File: config.mk
export PLATFORM = sky130hd
export DESIGN_NAME = ctr_keystream_xor
export DESIGN_NICKNAME = d
export VERILOG_FILES = /design/src/rtl/ctr_keystream_xor.sv
export SDC_FILE = /design/constraint.sdc
export NUM_CORES = 1
export LEC_CHECK = 0
export BUFFER_PORTS_ARGS = -buffer_cell sky130_fd_sc_hd__buf_2
export CELL_PAD_IN_SITES_DETAIL_PLACEMENT = 2
export CELL_PAD_IN_SITES_GLOBAL_PLACEMENT = 2
export CORE_MARGIN = 2
export CORE_UTILIZATION = 26
export DETAILED_ROUTE_END_ITERATION = 8
export HOLD_SLACK_MARGIN = 0.03
export PLACE_DENSITY = 0.82
export SLEW_MARGIN = 10
export SYNTH_ARGS = -nofsm -noshare
export SYNTH_HDL_FRONTEND = slang
export SYNTH_SLANG_ARGS = --single-unit
File: constraint.sdc
create_clock -name clk_i -period 2.8 [get_ports clk_i]
set_input_delay 0.14 -clock clk_i [delete_from_list [all_inputs] [get_ports clk_i]]
set_output_delay 0.14 -clock clk_i [all_outputs]
set_load 0.02 [all_outputs]
File: src/rtl/ctr_keystream_xor.sv
// CTR-mode sequencing stage: builds iv+count, launches AES, XORs the keystream
// with the buffered plaintext and presents the ciphertext on a valid/ready port.
// Ports:
//   clk_i, rst_ni            clock, synchronous active-low reset
//   iv_i, count_i, cnt_en_o  counter block inputs and block-counter increment pulse
//   pt_*                     plaintext valid/ready input (data, last)
//   aes_*                    AES core start/block out, done/keystream in
//   ct_*                     ciphertext valid/ready output (data, last)
//   busy_o, err_o            not-idle indicator, sticky AES-timeout flag
module ctr_keystream_xor #(
  parameter int unsigned AES_TIMEOUT = 64,
  parameter int unsigned TMO_W       = 16
) (
  input  logic         clk_i,
  input  logic         rst_ni,
  input  logic [127:0] iv_i,
  input  logic [127:0] count_i,
  output logic         cnt_en_o,
  input  logic         pt_valid_i,
  output logic         pt_ready_o,
  input  logic [127:0] pt_data_i,
  input  logic         pt_last_i,
  output logic         aes_start_o,
  output logic [127:0] aes_block_o,
  input  logic         aes_done_i,
  input  logic [127:0] aes_data_i,
  output logic         ct_valid_o,
  input  logic         ct_ready_i,
  output logic [127:0] ct_data_o,
  output logic         ct_last_o,
  output logic         busy_o,
  output logic         err_o
);

  typedef enum logic [1:0] {
    S_IDLE,
    S_START,
    S_WAIT,
    S_OUT
  } state_e;

  state_e state_q, state_d;

  logic [127:0] pt_q, pt_d;
  logic [127:0] blk_q, blk_d;
  logic [127:0] ct_q, ct_d;
  logic         last_q, last_d;
  logic         ct_last_q, ct_last_d;
  logic         err_q, err_d;
  logic [TMO_W-1:0] wd_q, wd_d;
  logic         tmo;

  assign tmo = (wd_q == TMO_W'(AES_TIMEOUT - 1));

  always_comb begin
    state_d   = state_q;
    pt_d      = pt_q;
    last_d    = last_q;
    blk_d     = blk_q;
    ct_d      = ct_q;
    ct_last_d = ct_last_q;
    err_d     = err_q;
    wd_d      = wd_q;
    unique case (state_q)
      S_IDLE: begin
        if (pt_valid_i) begin
          pt_d    = pt_data_i;
          last_d  = pt_last_i;
          // carry out of bit 127 is intentionally dropped
          blk_d   = iv_i + count_i;
          state_d = S_START;
        end
      end
      S_START: begin
        wd_d    = '0;
        state_d = S_WAIT;
      end
      S_WAIT: begin
        wd_d = wd_q + 1'b1;
        // a done arriving on the last allowed cycle still wins
        if (aes_done_i) begin
          ct_d      = aes_data_i ^ pt_q;
          ct_last_d = last_q;
          state_d   = S_OUT;
        end else if (tmo) begin
          err_d   = 1'b1;
          state_d = S_IDLE;
        end
      end
      S_OUT: begin
        if (ct_ready_i) state_d = S_IDLE;
      end
      default: state_d = S_IDLE;
    endcase
  end

  always_ff @(posedge clk_i) begin
    if (!rst_ni) begin
      state_q   <= S_IDLE;
      pt_q      <= '0;
      last_q    <= 1'b0;
      blk_q     <= '0;
      ct_q      <= '0;
      ct_last_q <= 1'b0;
      err_q     <= 1'b0;
      wd_q      <= '0;
    end else begin
      state_q   <= state_d;
      pt_q      <= pt_d;
      last_q    <= last_d;
      blk_q     <= blk_d;
      ct_q      <= ct_d;
      ct_last_q <= ct_last_d;
      err_q     <= err_d;
      wd_q      <= wd_d;
    end
  end

  // rst_ni gating keeps handshake and pulses quiet while reset is held
  assign pt_ready_o  = rst_ni & (state_q == S_IDLE);
  assign aes_start_o = rst_ni & (state_q == S_START);
  assign cnt_en_o    = rst_ni & (state_q == S_START);
  assign aes_block_o = blk_q;
  assign ct_valid_o  = (state_q == S_OUT);
  assign ct_data_o   = ct_q;
  assign ct_last_o   = ct_last_q;
  assign busy_o      = (state_q != S_IDLE);
  assign err_o       = err_q;

endmodule
==> load_flow_metrics.sql <==
INSERT INTO impl_metrics (metric_group, metric, value, unit) VALUES
('synth', 'summed_instance_area_of_the_synthesized_netlist', '24000', 'um^2'),
('run_status', 'violations_in_the_final_reports', 'capacitance limit, slew limit, setup timing', ''),
('global_route', 'grt.total_usage', '36.3', '%'),
('route', 'via_count', '34036', ''),
('synth', 'asyncSetResetFlopFracSynth', '0', '%'),
('floorplan', 'floorplan.die.width', '308', 'um'),
('final_layout', 'final_nets', '5341', ''),
('synth', 'synth_compound_area_share', '25.9', '%'),
('placement', 'place_congestion', '0.961', ''),
('worst_setup_path', 'endpoint_kind', 'flip-flop', ''),
('final_layout', 'area_delta_synth_final', '60.6', '%'),
('synth', 'synth_fp_nets', '3831', ''),
('final_layout', 'drive_gt1_share', '33.6', '%'),
('timing', 'slew_viol_final', '2', ''),
('global_route', 'grt_first_pass_wirelength', '257000', 'um'),
('placement', 'place_ws', '-0.964', 'ns'),
('cts', 'numCtsBuffers', '51', ''),
('cts', 'cts.root.buffer_cell', 'clkbuf_16', ''),
('route', 'remaining_drc_errors', '0', ''),
('synth', 'synth_simple_gate_area_share', '20.6', '%'),
('timing', 'finalWorstSetupSlack', '-0.624', 'ns'),
('floorplan', 'design.core.area', '91700', 'um^2'),
('placement', 'dp_hpwl', '115000', 'um'),
('timing', 'max_freq', '292', 'MHz'),
('global_route', 'grt_start_max_net_pins', '117', ''),
('timing', 'final_min_period_over_clock_period', '122', '%'),
('timing', 'rsz0062_at_grt', 'true', ''),
('synth', 'syn-instance-count', '3179', ''),
('global_route', 'first_global_vias', '37301', ''),
('cts', 'clock_pin_transition_on_the_worst_setup_and_hold_timing_paths', '0.08', 'ns'),
('route', 'drt-total-wl', '191000', 'um'),
('global_route', 'global_route.overflow_total', '0', ''),
('final_layout', 'final_area', '38600', 'um^2'),
('worst_setup_path', 'worst-endpoint-required', '3.21', 'ns'),
('hold_path', 'hold_path.startpoint', 'count_i[126]', ''),
('hold_path', 'min-delay-path-class', 'in2reg', ''),
('route', 'detail_route.vias_per_cell', '5.70', ''),
('worst_setup_path', 'critical_path.startpoint_type', 'flip-flop', ''),
('floorplan', 'fp.dieArea', '94900', 'um^2'),
('power_and_ir_drop', 'power.density_cell_area', '707', 'nW/um^2'),
('floorplan', 'io_pins', '781', ''),
('timing', 'timing.slew.headroom', '-4.35', '%'),
('run', 'timing.max_cap.violations', '1', ''),
('worst_setup_path', 'cp.arrival', '3.83', 'ns'),
('cts', 'htree_num_levels', '2', ''),
('synth', 'yosysUniqueCellTypes', '72', ''),
('synth', 'synth_top_family_by_area', 'compound AO/OA/AOI/OAI gates', ''),
('worst_setup_path', 'setup.worst_path.start', 'state_q[0]', ''),
('route', 'dr.first_iter.drc_count', '2798', ''),
('timing', 'final.setup_skew', '0.0249', 'ns'),
('synth', 'post-synth-top-count-cell', 'nand2_1', ''),
('run_status', 'run_status', 'finished with violations', ''),
('synth', 'synth_area_leaders', 'dfxtp_1, nand2_1, a21oi_1', ''),
('worst_setup_path', 'crit_path_max_fanout', '56', ''),
('power_and_ir_drop', 'p_leak', '17.0', 'nW'),
('floorplan', 'height_of_the_die', '308', 'um'),
('synth', 'synth_top_area_cell', 'dfxtp_1', ''),
('timing', 'layout_min_cycle_time', '3.42', 'ns'),
('route', 'ant_nets', '0', ''),
('synth', 'ys_seq_area_share', '33.7', '%'),
('timing', 'worstMarginPinSlew', '1.56', 'ns'),
('cts', 'tritoncts', 'done', ''),
('placement', 'placedInstanceArea', '33600', 'um^2'),
('synth', 'synth_enable_flop_cells', '0', ''),
('worst_setup_path', 'timing.rr.start', 'state_q[0]', ''),
('timing', 'timing.final.hold_violations', '0', ''),
('synth', 'synth_xor_xnor_area_share', '8.60', '%'),
('timing', 'finalSetupViolations', '6', ''),
('synth', 'yosys.area_share.adder', '7.01', '%'),
('synth', 'avgSynthCellArea', '7.56', 'um^2'),
('timing', 'hold_slack', '0.0888', 'ns');
## sequential cells by signal, indices dropped and copies added (netlist names)
signal,count
ct_last_o,1
wd_q,16
ct_data_o,128
state_q,2
aes_block_o,128
err_o,1
pt_q,128
last_q,1
## kinds of logic (layout without fill, tap and decap cells)
group,after synthesis,after routing
adders and majority gates,134,134
DFF,405,405
AOI/OAI and AO/OA,997,997
muxes,6,6
buffers and inverters,249,1800
other,0,56
xor gates and xnor gates,236,236
and+or+nand+nor,1152,1153
## layout by cell type (no fill, tap or decap), types with 28 or more instances in the layout
| cell type | netlist | final |
|---|---|---|
| o21ai_0 | 141 | 136 |
| diode_2 | 0 | 56 |
| xnor2_1 | 191 | 190 |
| dlygate4sd3_1 | 0 | 264 |
| nand2_1 | 569 | 568 |
| buf_2 | 0 | 780 |
| o21bai_1 | 43 | 43 |
| xor2_1 | 45 | 45 |
| a21o_1 | 74 | 74 |
| clkbuf_16 | 0 | 52 |
| a21oi_1 | 395 | 389 |
| ha_1 | 133 | 116 |
| nand4_1 | 91 | 91 |
| nor3_1 | 38 | 34 |
| nor2_1 | 310 | 308 |
| buf_4 | 2 | 608 |
| inv_1 | 40 | 39 |
| o21a_1 | 29 | 28 |
| nand3_1 | 38 | 36 |
| a211oi_1 | 144 | 133 |
| dfxtp_1 | 405 | 405 |
## final timing paths
kind                            depth (start not counted)  slack (ns)               end
worst max-delay path                                    6       -0.62     ct_data_o[72]
worst max register to register                          6       -0.62     ct_data_o[72]
worst min register to register                          2        0.45    aes_block_o[4]
worst min-delay path                                    6        0.09  aes_block_o[127]
## power breakdown
| group | internal [mW] | total, mW | switching (mW) |
|---|---|---|---|
| clock network | 4.38 | 7.67 | 3.29 |
| logic | 4.02 | 11.5 | 7.45 |
| registers | 6.85 | 8.13 | 1.28 |
| total | 15.3 | 27.3 | 12.0 |
## worst max-delay path, stage by stage, from the launching register on
cell and delay [ns]:
dfxtp_1 0.39, inv_1 0.20, ha_2 0.39, and2_4 0.46, buf_12 0.31, nor2_1 0.12
a211oi_1 1.25
## routing by layer
metal | track usage (%) | routed length [um] | vias to the layer above
met3 | 9.88 | 16600 | 948
met4 | 26.3 | 16700 | 34
met2 | 63.2 | 89700 | 1982
met1 | 37.6 | 67100 | 16794
li1 | - | - | 14278
met5 | 0.465 | 421 | -
## layout make-up
cell class	count	area, um^2
Timing Repair Buffer	1665	11400
Sequential cell	405	8110
Clock inverter	19	318
Antenna cell	56	140
Clock buffer	76	1500
Tap cell	1186	1480
Multi-Input combinational cell	2526	15500
Fill cell	10322	53100
Inverter	40	158
## timing repair
action / CTS / global route
pin swaps: 7 / 23
endpoints found under the setup margin: 30 / 49
hold buffers: 264 / 0
cloned: 0 / 1
resized for setup: 23 / 58
buffers inserted: 2 / 6
hold endpoints to repair: 267 / 0
## through the flow
step	total power [mW]	TNS, ns	std cells
5_1_grt	27.9	-1.84	5965
2_1_floorplan	12.7	-0.0341	3179
3_5_place_dp	17.6	-51.57	5549
4_1_cts	25.6	-0.0181	5910
6_report	27.3	-1.15	5973
3_3_place_gp	17.0	-45.59	5549
No activity file was read; power rests on OpenSTA's default activity.
